**config.mk**
```make
export PLATFORM = sky130hd
export DESIGN_NAME = mem_port_arbiter
export DESIGN_NICKNAME = d
export VERILOG_FILES = /design/src/rtl/mem_arb_pkg.sv /design/src/rtl/mem_arb_pick.sv /design/src/rtl/mem_port_arbiter.sv
export SDC_FILE = /design/constraint.sdc
export NUM_CORES = 1
export LEC_CHECK = 0
export BUFFER_PORTS_ARGS = -buffer_cell sky130_fd_sc_hd__buf_2
export CAP_MARGIN = 10
export CORE_AREA = 2 2 183 185
export DETAILED_ROUTE_END_ITERATION = 7
export DIE_AREA = 0 0 185 187
export HOLD_SLACK_MARGIN = 0.12
export PLACE_DENSITY = 0.48
export SYNTH_ARGS = -nofsm -noshare
export SYNTH_HDL_FRONTEND = slang
export SYNTH_HIERARCHICAL = 1
export SYNTH_SLANG_ARGS = --single-unit
```
**constraint.sdc**
```tcl
create_clock -name clk -period 2.65 [get_ports clk]
set_input_delay 0.53 -clock clk [delete_from_list [all_inputs] [get_ports clk]]
set_output_delay 0.53 -clock clk [all_outputs]
set_load 0.01 [all_outputs]
```
**src/rtl/mem_arb_pkg.sv**
```systemverilog
// Shared types and defaults for the two-requester RAM port arbiter.
package mem_arb_pkg;

  localparam int MEM_DEPTH_DEF  = 8192;
  localparam int STARVE_MAX_DEF = 3;
  localparam int DATA_W         = 64;

  typedef enum logic [1:0] {
    IDLE  = 2'd0,
    ISSUE = 2'd1,
    WAIT  = 2'd2,
    RESP  = 2'd3
  } arb_state_e;

  typedef enum logic {
    REQ_IF = 1'b0,
    REQ_DM = 1'b1
  } req_id_e;

  // Full-width range check so aliased high addresses are never accepted.
  function automatic logic addr_in_range(input logic [DATA_W-1:0] addr,
                                         input logic [DATA_W-1:0] depth);
    return (addr < depth);
  endfunction

endpackage

```
**src/rtl/mem_arb_pick.sv**
```systemverilog
// DM-priority grant decision with a bounded starvation counter for IF.
module mem_arb_pick
  import mem_arb_pkg::*;
#(
  parameter int STARVE_MAX = STARVE_MAX_DEF
) (
  input  logic clk,
  input  logic rst_n,
  input  logic if_req,
  input  logic dm_req,
  input  logic idle,
  output logic grant_if,
  output logic grant_dm
);

  logic [3:0] starve_r;
  logic       force_if_s;

  // Grant decision: DM wins unless IF has lost STARVE_MAX times in a row.
  always_comb begin
    force_if_s = (starve_r == 4'(STARVE_MAX));
    grant_dm   = idle & dm_req & ~(if_req & force_if_s);
    grant_if   = idle & if_req & ~grant_dm;
  end

  // Starvation counter: counts DM wins over a waiting IF, cleared by an IF grant.
  always_ff @(posedge clk or negedge rst_n) begin
    if (!rst_n) begin
      starve_r <= 4'd0;
    end else if (grant_if) begin
      starve_r <= 4'd0;
    end else if (grant_dm && if_req && !force_if_s) begin
      starve_r <= starve_r + 4'd1;
    end else begin
      starve_r <= starve_r;
    end
  end

endmodule

```
**src/rtl/mem_port_arbiter.sv**
```systemverilog
// Shares one single-port RAM between instruction fetch and the memory stage.
// Optional wait-cycle counters are enabled by defining ARB_PERF_CNT_EN.
module mem_port_arbiter
  import mem_arb_pkg::*;
#(
  parameter int MEM_DEPTH  = MEM_DEPTH_DEF,
  parameter int RAM_AW     = 13,
  parameter int RAM_LAT    = 1,
  parameter int STARVE_MAX = STARVE_MAX_DEF
) (
  input  logic              clk,
  input  logic              rst_n,
  input  logic              if_req,
  input  logic [DATA_W-1:0] if_addr,
  output logic              if_gnt,
  output logic              if_done,
  output logic [DATA_W-1:0] if_rdata,
  output logic              if_err,
  input  logic              dm_req,
  input  logic              dm_we,
  input  logic [DATA_W-1:0] dm_addr,
  input  logic [DATA_W-1:0] dm_wdata,
  output logic              dm_gnt,
  output logic              dm_done,
  output logic [DATA_W-1:0] dm_rdata,
  output logic              dm_err,
  output logic              ram_en,
  output logic              ram_we,
  output logic [RAM_AW-1:0] ram_addr,
  output logic [DATA_W-1:0] ram_wdata,
  input  logic [DATA_W-1:0] ram_rdata,
  output logic              busy
`ifdef ARB_PERF_CNT_EN
  ,
  output logic [31:0]       perf_if_wait,
  output logic [31:0]       perf_dm_wait
`endif
);

  localparam logic [2:0] LAT_LAST = 3'(RAM_LAT - 1);

  arb_state_e        state_r, state_nxt_s;
  req_id_e           id_r;
  logic              we_r, err_r;
  logic [RAM_AW-1:0] addr_r;
  logic [DATA_W-1:0] wdata_r, rdata_r, addr_sel_s;
  logic [2:0]        lat_cnt_r;
  logic              grant_if_s, grant_dm_s, grant_any_s, range_ok_s, idle_s;

  assign idle_s = (state_r == IDLE);
  assign if_gnt = grant_if_s;
  assign dm_gnt = grant_dm_s;

  mem_arb_pick #(.STARVE_MAX(STARVE_MAX)) u_pick (
    .clk      (clk),
    .rst_n    (rst_n),
    .if_req   (if_req),
    .dm_req   (dm_req),
    .idle     (idle_s),
    .grant_if (grant_if_s),
    .grant_dm (grant_dm_s)
  );

  // Command select and range check for the requester being granted.
  always_comb begin
    grant_any_s = grant_if_s | grant_dm_s;
    if (grant_dm_s) begin
      addr_sel_s = dm_addr;
    end else begin
      addr_sel_s = if_addr;
    end
    range_ok_s = addr_in_range(addr_sel_s, 64'(MEM_DEPTH));
  end

  // State register.
  always_ff @(posedge clk or negedge rst_n) begin
    if (!rst_n) begin
      state_r <= IDLE;
    end else begin
      state_r <= state_nxt_s;
    end
  end

  // Next state: out-of-range commands skip the RAM and respond immediately.
  always_comb begin
    state_nxt_s = state_r;
    case (state_r)
      IDLE: begin
        if (grant_any_s) begin
          state_nxt_s = range_ok_s ? ISSUE : RESP;
        end else begin
          state_nxt_s = IDLE;
        end
      end
      ISSUE: state_nxt_s = WAIT;
      WAIT: begin
        if (lat_cnt_r == LAT_LAST) begin
          state_nxt_s = RESP;
        end else begin
          state_nxt_s = WAIT;
        end
      end
      RESP:    state_nxt_s = IDLE;
      default: state_nxt_s = IDLE;
    endcase
  end

  // Latched command, RAM latency counter and captured read data.
  always_ff @(posedge clk or negedge rst_n) begin
    if (!rst_n) begin
      id_r      <= REQ_IF;
      we_r      <= 1'b0;
      err_r     <= 1'b0;
      addr_r    <= '0;
      wdata_r   <= 64'h0;
      rdata_r   <= 64'h0;
      lat_cnt_r <= 3'd0;
    end else begin
      if (idle_s && grant_any_s) begin
        id_r    <= grant_dm_s ? REQ_DM : REQ_IF;
        we_r    <= grant_dm_s & dm_we;
        err_r   <= ~range_ok_s;
        addr_r  <= addr_sel_s[RAM_AW-1:0];
        wdata_r <= grant_dm_s ? dm_wdata : 64'h0;
        rdata_r <= 64'h0;
      end
      if (state_r == ISSUE) begin
        lat_cnt_r <= 3'd0;
      end else if (state_r == WAIT) begin
        lat_cnt_r <= lat_cnt_r + 3'd1;
      end
      if (state_r == WAIT && lat_cnt_r == LAT_LAST) begin
        rdata_r <= we_r ? 64'h0 : ram_rdata;
      end
    end
  end

  // Outputs decoded from registered state and command.
  always_comb begin
    ram_en    = (state_r == ISSUE);
    ram_we    = ram_en & we_r;
    ram_addr  = addr_r;
    ram_wdata = wdata_r;
    if_done   = (state_r == RESP) && (id_r == REQ_IF);
    dm_done   = (state_r == RESP) && (id_r == REQ_DM);
    if_rdata  = if_done ? rdata_r : 64'h0;
    dm_rdata  = dm_done ? rdata_r : 64'h0;
    if_err    = if_done & err_r;
    dm_err    = dm_done & err_r;
    busy      = !idle_s;
  end

`ifdef ARB_PERF_CNT_EN
  // Saturating counts of cycles spent requesting without a grant.
  always_ff @(posedge clk or negedge rst_n) begin
    if (!rst_n) begin
      perf_if_wait <= 32'd0;
      perf_dm_wait <= 32'd0;
    end else begin
      if (if_req && !grant_if_s && perf_if_wait != 32'hFFFF_FFFF) begin
        perf_if_wait <= perf_if_wait + 32'd1;
      end
      if (dm_req && !grant_dm_s && perf_dm_wait != 32'hFFFF_FFFF) begin
        perf_dm_wait <= perf_dm_wait + 32'd1;
      end
    end
  end
`endif

endmodule

```
== Word level (Yosys, flattened, before mapping) ==
Cells that the tools add are included.
Storage, ports and cells
  output and inout port bits: 214
  bits in registers: 153
  input port bits: 261
  logic and storage cells: 59
Operators by class
  equality and inequality tests: 4
  add/subtract/negate cells: 2
  reduce and logical (&&, ||, !) cells: 13
  multiplexer cells: 16
  bitwise logic cells: 14
  order comparisons: 1
Operators by type and width (number)
  $mux W64: 7
  $lt A64 B14 Y1 const B: 1
  $and A1 B1 Y1: 9
  $mux W4: 2
  $pmux W2 S4: 1
  $logic_and A1 B1 Y1: 6
  $mux W3: 2
  $reduce_bool A2 Y1: 3
  $add A4 B1 Y4 const B: 1
  $eq A2 B2 Y1 const B: 2
  $eq A4 B2 Y1 const B: 1
  $mux W2: 2
  $not A1 Y1: 4
  $add A3 B1 Y3 const B: 1
  $logic_not A3 Y1: 1
  $eq A2 B1 Y1 const B: 1
  $logic_not A1 Y1: 2
  $logic_not A2 Y1: 1
  $mux W1: 2
  $or A1 B1 Y1: 1

== Depth between registers and ports, before layout ==
  depth after elaboration: 10
  depth in mapped cells: 10

== Cells and area by module ==
The synthesis kept the hierarchy.
By module, submodules not included
  mem_port_arbiter: area an instance 6950.4 µm², times used 1, cells each 714, seq. area each 3728.6 µm²
  mem_arb_pick: area an instance 240.2 µm², times used 1, cells each 23, seq. area each 100.1 µm²

== Worst setup path after synthesis ==
OpenSTA, ideal clock, no wires.
  path kind: register to register
  from: reg state_r[0]
  to: reg rdata_r[10]
  arrival: 2.350 ns
  path buffers: 2
  data required time: 2.585 ns
  path slack: 0.234 ns
  stages on the path, launching flop included: 11
  cells stage by stage: dfrtp_1 > inv_1 > ha_1 > nand2_1 > nor2_1 > nor2_1 > o21ai_1 > and2_1 > buf_4 > buf_6 > a22o_1
On the way
  cells in the longest elaborated chain, start to end: 8
RTL lines
  from (decl): line mem_port_arbiter.sv:42  | arb_state_e state_r, state_nxt_s;
  from (signal assigned): line mem_port_arbiter.sv:80  | state_r <= state_nxt_s;
  $logic_not A2 Y1: line mem_port_arbiter.sv:50  | assign idle_s = (state_r == IDLE);
  net idle_s: line mem_port_arbiter.sv:48  | logic grant_if_s, grant_dm_s, grant_any_s, range_ok_s, idle_s;
  $and A1 B1 Y1 (2 in a row): line mem_arb_pick.sv:22  | grant_dm = idle & dm_req & ~(if_req & force_if_s);
  net dm_gnt: line mem_port_arbiter.sv:23  | output logic dm_gnt,
  $not A1 Y1: line mem_arb_pick.sv:23  | grant_if = idle & if_req & ~grant_dm;
  $and A1 B1 Y1: line mem_arb_pick.sv:23
  net if_gnt: line mem_port_arbiter.sv:15  | output logic if_gnt,
  $or A1 B1 Y1: line mem_port_arbiter.sv:66  | grant_any_s = grant_if_s | grant_dm_s;
  $logic_and A1 B1 Y1: line mem_port_arbiter.sv:119  | if (idle_s && grant_any_s) begin
  $reduce_bool A2 Y1 (no source line)
  to (signal assigned): line mem_port_arbiter.sv:133  | rdata_r <= we_r ? 64'h0 : ram_rdata;
  to (decl): line mem_port_arbiter.sv:46  | logic [DATA_W-1:0] wdata_r, rdata_r, addr_sel_s;
The timed path passes the listed nets, and every way through them passes these cells.
A chain may end at the register's enable or synchronous reset.

== Worst setup path after layout ==
  from: reg state_r[0]
  to: out dm_gnt
On the way
  cells in the longest elaborated chain, start to end: 3
RTL lines (line)
  $logic_not A2 Y1: mem_port_arbiter.sv:50
  net idle_s: mem_port_arbiter.sv:48
  $and A1 B1 Y1 (2 in a row): mem_arb_pick.sv:22
  to (decl): mem_port_arbiter.sv:23
The timed path passes the listed nets, and every way through them passes these cells.

==> impl_metrics.yaml <==
yosys:
  yosys_warnings: 6
  synth_top_family_by_area: "simple AND/OR/NAND/NOR gates"
  synth_edf_count: 0
  ys_types: 33
  synth_cells: 737
  synthesis.area_sq_um: 7190
  ys_ff_latch: 153
  ys_seq_area_share_pct: 53.2
  synth_flop_cell: "dfrtp_1"
  avgSynthCellArea_sq_um: 9.76
  async_reset_ff_share_pct: 100
  synth-xor-area-share_pct: 0
  muxShareOfSynthArea_pct: 1.97
  synth_adder_area_share_pct: 1.39
  synthSimpleGateAreaFrac_pct: 28.8
  synth_fp_nets: 1006
  synth-compound-area-share_pct: 10.2
setup_path:
  crit_arrival_ps: 1960
  cp.required_ps: 2120
  crit_path_start: "state_r[0]$_DFF_PN0_"
  rrSetupSlack_ps: 290
  start_kind: "register"
  worstRegToRegCells: 9
  worstSetupEndpoint: "dm_gnt"
  path_class: "reg -> out"
  critical_path_peak_fanout: 20
  rr_startpoint: "u_pick/starve_r[0]$_DFFE_PN0P_"
  r2r_end: "rdata_r[40]$_DFFE_PN0P_"
  cp-end-kind: "output pin"
floorplan:
  core.rowCount: 67
  dieArea_sq_um: 34600
  ios: 475
  die_y_um: 187
  initial_utilization_pct: 21.9
  core_sq_um: 32900
  die_w_um: 185
drt:
  first_pass_iters: 4
  vias_per_cell: 4.38
  vias: 7224
  drt_iter0_markers: 296
  wl_per_cell_um: 17.0
  postRouteWirelength_um: 28000
  final_antenna_net_count: 0
  drc: 0
clock_tree:
  cts_root_buf: "clkbuf_16"
  clkLatencyLatePin_ps: 430
  cts_buffers: 17
  htreeDepth: 4
  clock_sinks: 153
  clkTransAtPathRegs_ps: 60
  clk_path_buf_depth: 2
  cts_tree: "done"
global_routing:
  grt_max_degree: 95
  gr-total-overflow: 0
  grt_pass1_vias: 7086
  track_usage_pct: 15.7
  grt_pass1_wl_um: 41500
  antenna_found_initial: 1
final_layout:
  fill_cells: 3522
  stdcell_area_sq_um: 10800
  areaGrowthSynthToFinish_pct: 50.1
  drive_above_1_share_pct: 44.5
  multiInputGateArea_sq_um: 3100
  stdcell_count: 1651
  seqCellArea_sq_um: 3830
  fin_nets: 1459
  postLayoutCoreUtil_pct: 32.9
sta:
  clock_skew_ps: 13.2
  finalHoldViolations: 0
  rsz0062_at_grt: "yes"
  fin_crit_sh_pct: 94.1
  fmax_mhz: 401
  period_minus_slack_ps: 2490
  setup_viol: 0
  worstMarginPinSlew_ps: 551
  slew_headroom_pct: 63.2
  holdWs_ps: 324
  slew_violations: 0
placement:
  placed_area_sq_um: 10100
  place_inst: 1613
  hpwlAfterDp_um: 20100
  place_congestion: 0.825
  port_buffers: 474
pwr:
  leakagePower_nw: 6.27
  ir_drop_uv: 397
  cellPowerDensity_nw_per_um2: 952
outcome:
  status: "finished, final reports clean"
min_path:
  hp-class: "in -> reg"
run:
  maxCapViolCount: 0
-- metrics by stage --
| stage | TNS [ps] | worst slack, ps | power, mW |
|---|---|---|---|
| after CTS | 0 | 15.1 | 10.4 |
| final | 0 | 156 | 10.3 |
| after global placement | 0 | 347 | 7.58 |
| after detailed placement | 0 | 270 | 7.65 |
| after global routing | -5.72 | -5.72 | 11.0 |
| after floorplan | 0 | 234 | 6.01 |
-- cells in the final DEF (no fill, tap or decap), types with 13 or more instances in the layout --
cell type  instances
buf_2            473
nand2_1          153
dfrtp_1          152
and2_1            67
and3_1            67
nand3_1           65
a22o_1            65
nor4_1            20
o21ai_0           18
clkbuf_16         17
mux2i_1           13
-- Yosys cell counts, types with 4 or more instances --
master    count  area share [%]
nand2_1     153             8.0
nand3_1      65             4.5
nor4b_1       4            0.49
clkbuf_1     37             1.9
mux2i_1      13             1.8
and2_1       68             5.9
ha_1          8             1.4
o21ai_0      18             1.3
buf_2        14            0.97
a22o_1       65             7.9
nor2_1        9            0.47
inv_1         6            0.31
nor4_1       20             1.7
dfrtp_1     153              53
and3_1       67             5.8
nand4_1       6            0.52
buf_6         7             1.1
o21ai_1       4            0.28
-- layer usage --
metal	GRT usage (%)	vias up	share of wire, %
met4	4.24	0	1.1
li1	-	3478	-
met3	5.32	13	9.3
met2	24.9	315	46
met1	20.4	3418	44
met5	0	-	0
-- state kept, by name (all words and copies together) (netlist names) --
register	count
lat_cnt_r	3
we_r	1
u_pick/starve_r	4
rdata_r	64
ram_wdata	64
ram_addr	13
err_r	1
state_r	2
id_r	1
-- worst min-delay path by stage --
| stage | from | cells past startpoint | endpoint | slack [ps] |
|---|---|---|---|---|
| finish | ram_rdata[47] | 2 | rdata_r[47]$_DFFE_PN0P_ | 320 |
| global route | ram_rdata[62] | 2 | rdata_r[62]$_DFFE_PN0P_ | 290 |
| CTS | ram_rdata[16] | 2 | rdata_r[16]$_DFFE_PN0P_ | 290 |
| detailed placement | ram_wdata[26]$_DFFE_PN0P_ | 2 | ram_wdata[26]$_DFFE_PN0P_ | 450 |
| global placement | ram_wdata[44]$_DFFE_PN0P_ | 2 | ram_wdata[44]$_DFFE_PN0P_ | 450 |
| floorplan | rst_n | 0 | err_r$_DFFE_PN0P_ | 230 |
-- logic make-up (layout without fill, tap and decap cells) --
family,Yosys count,in the layout
muxes,14,14
AOI/OAI and AO/OA,93,93
adders and majority gates,8,8
and+or+nand+nor,403,404
DFF,153,153
other,0,1
buffers and inverters,66,530
-- what timing repair did --
item / in CTS / in global routing
buffers inserted: 0 / 2
hold buffers: 1 / 0
endpoints found under the hold margin: 50 / 0
gates resized for setup: 2 / 2
gates cloned: 2 / 1
pin swaps: 1 / 2
endpoints found under the setup margin: 1 / 39
-- power breakdown --
part	leakage, nW	internal (mW)	switching, mW
combinational	3.96	1.50	2.29
sequential	2.02	3.26	0.660
clock	0.284	1.53	1.04
total	6.27	6.29	3.99
-- worst max-delay path, cell delays in order (launching register included) --
cell,delay (ps)
dfrtp_1,400
inv_1,150
ha_4,170
nand2_1,110
nor2_4,200
buf_8,170
buf_16,180
buf_2,160
-- layout make-up --
| class | instances | share of cell area (%) |
|---|---|---|
| tap | 448 | 5.19 |
| antenna | 1 | 0.0232 |
| inverter | 6 | 0.209 |
| clock inverter | 11 | 1.37 |
| timing repair buffer | 493 | 24.8 |
| sequential | 153 | 35.5 |
| multi-input combinational | 519 | 28.7 |
| clock buffer | 20 | 4.23 |
Note: power is estimated with default switching activity, not from simulation.
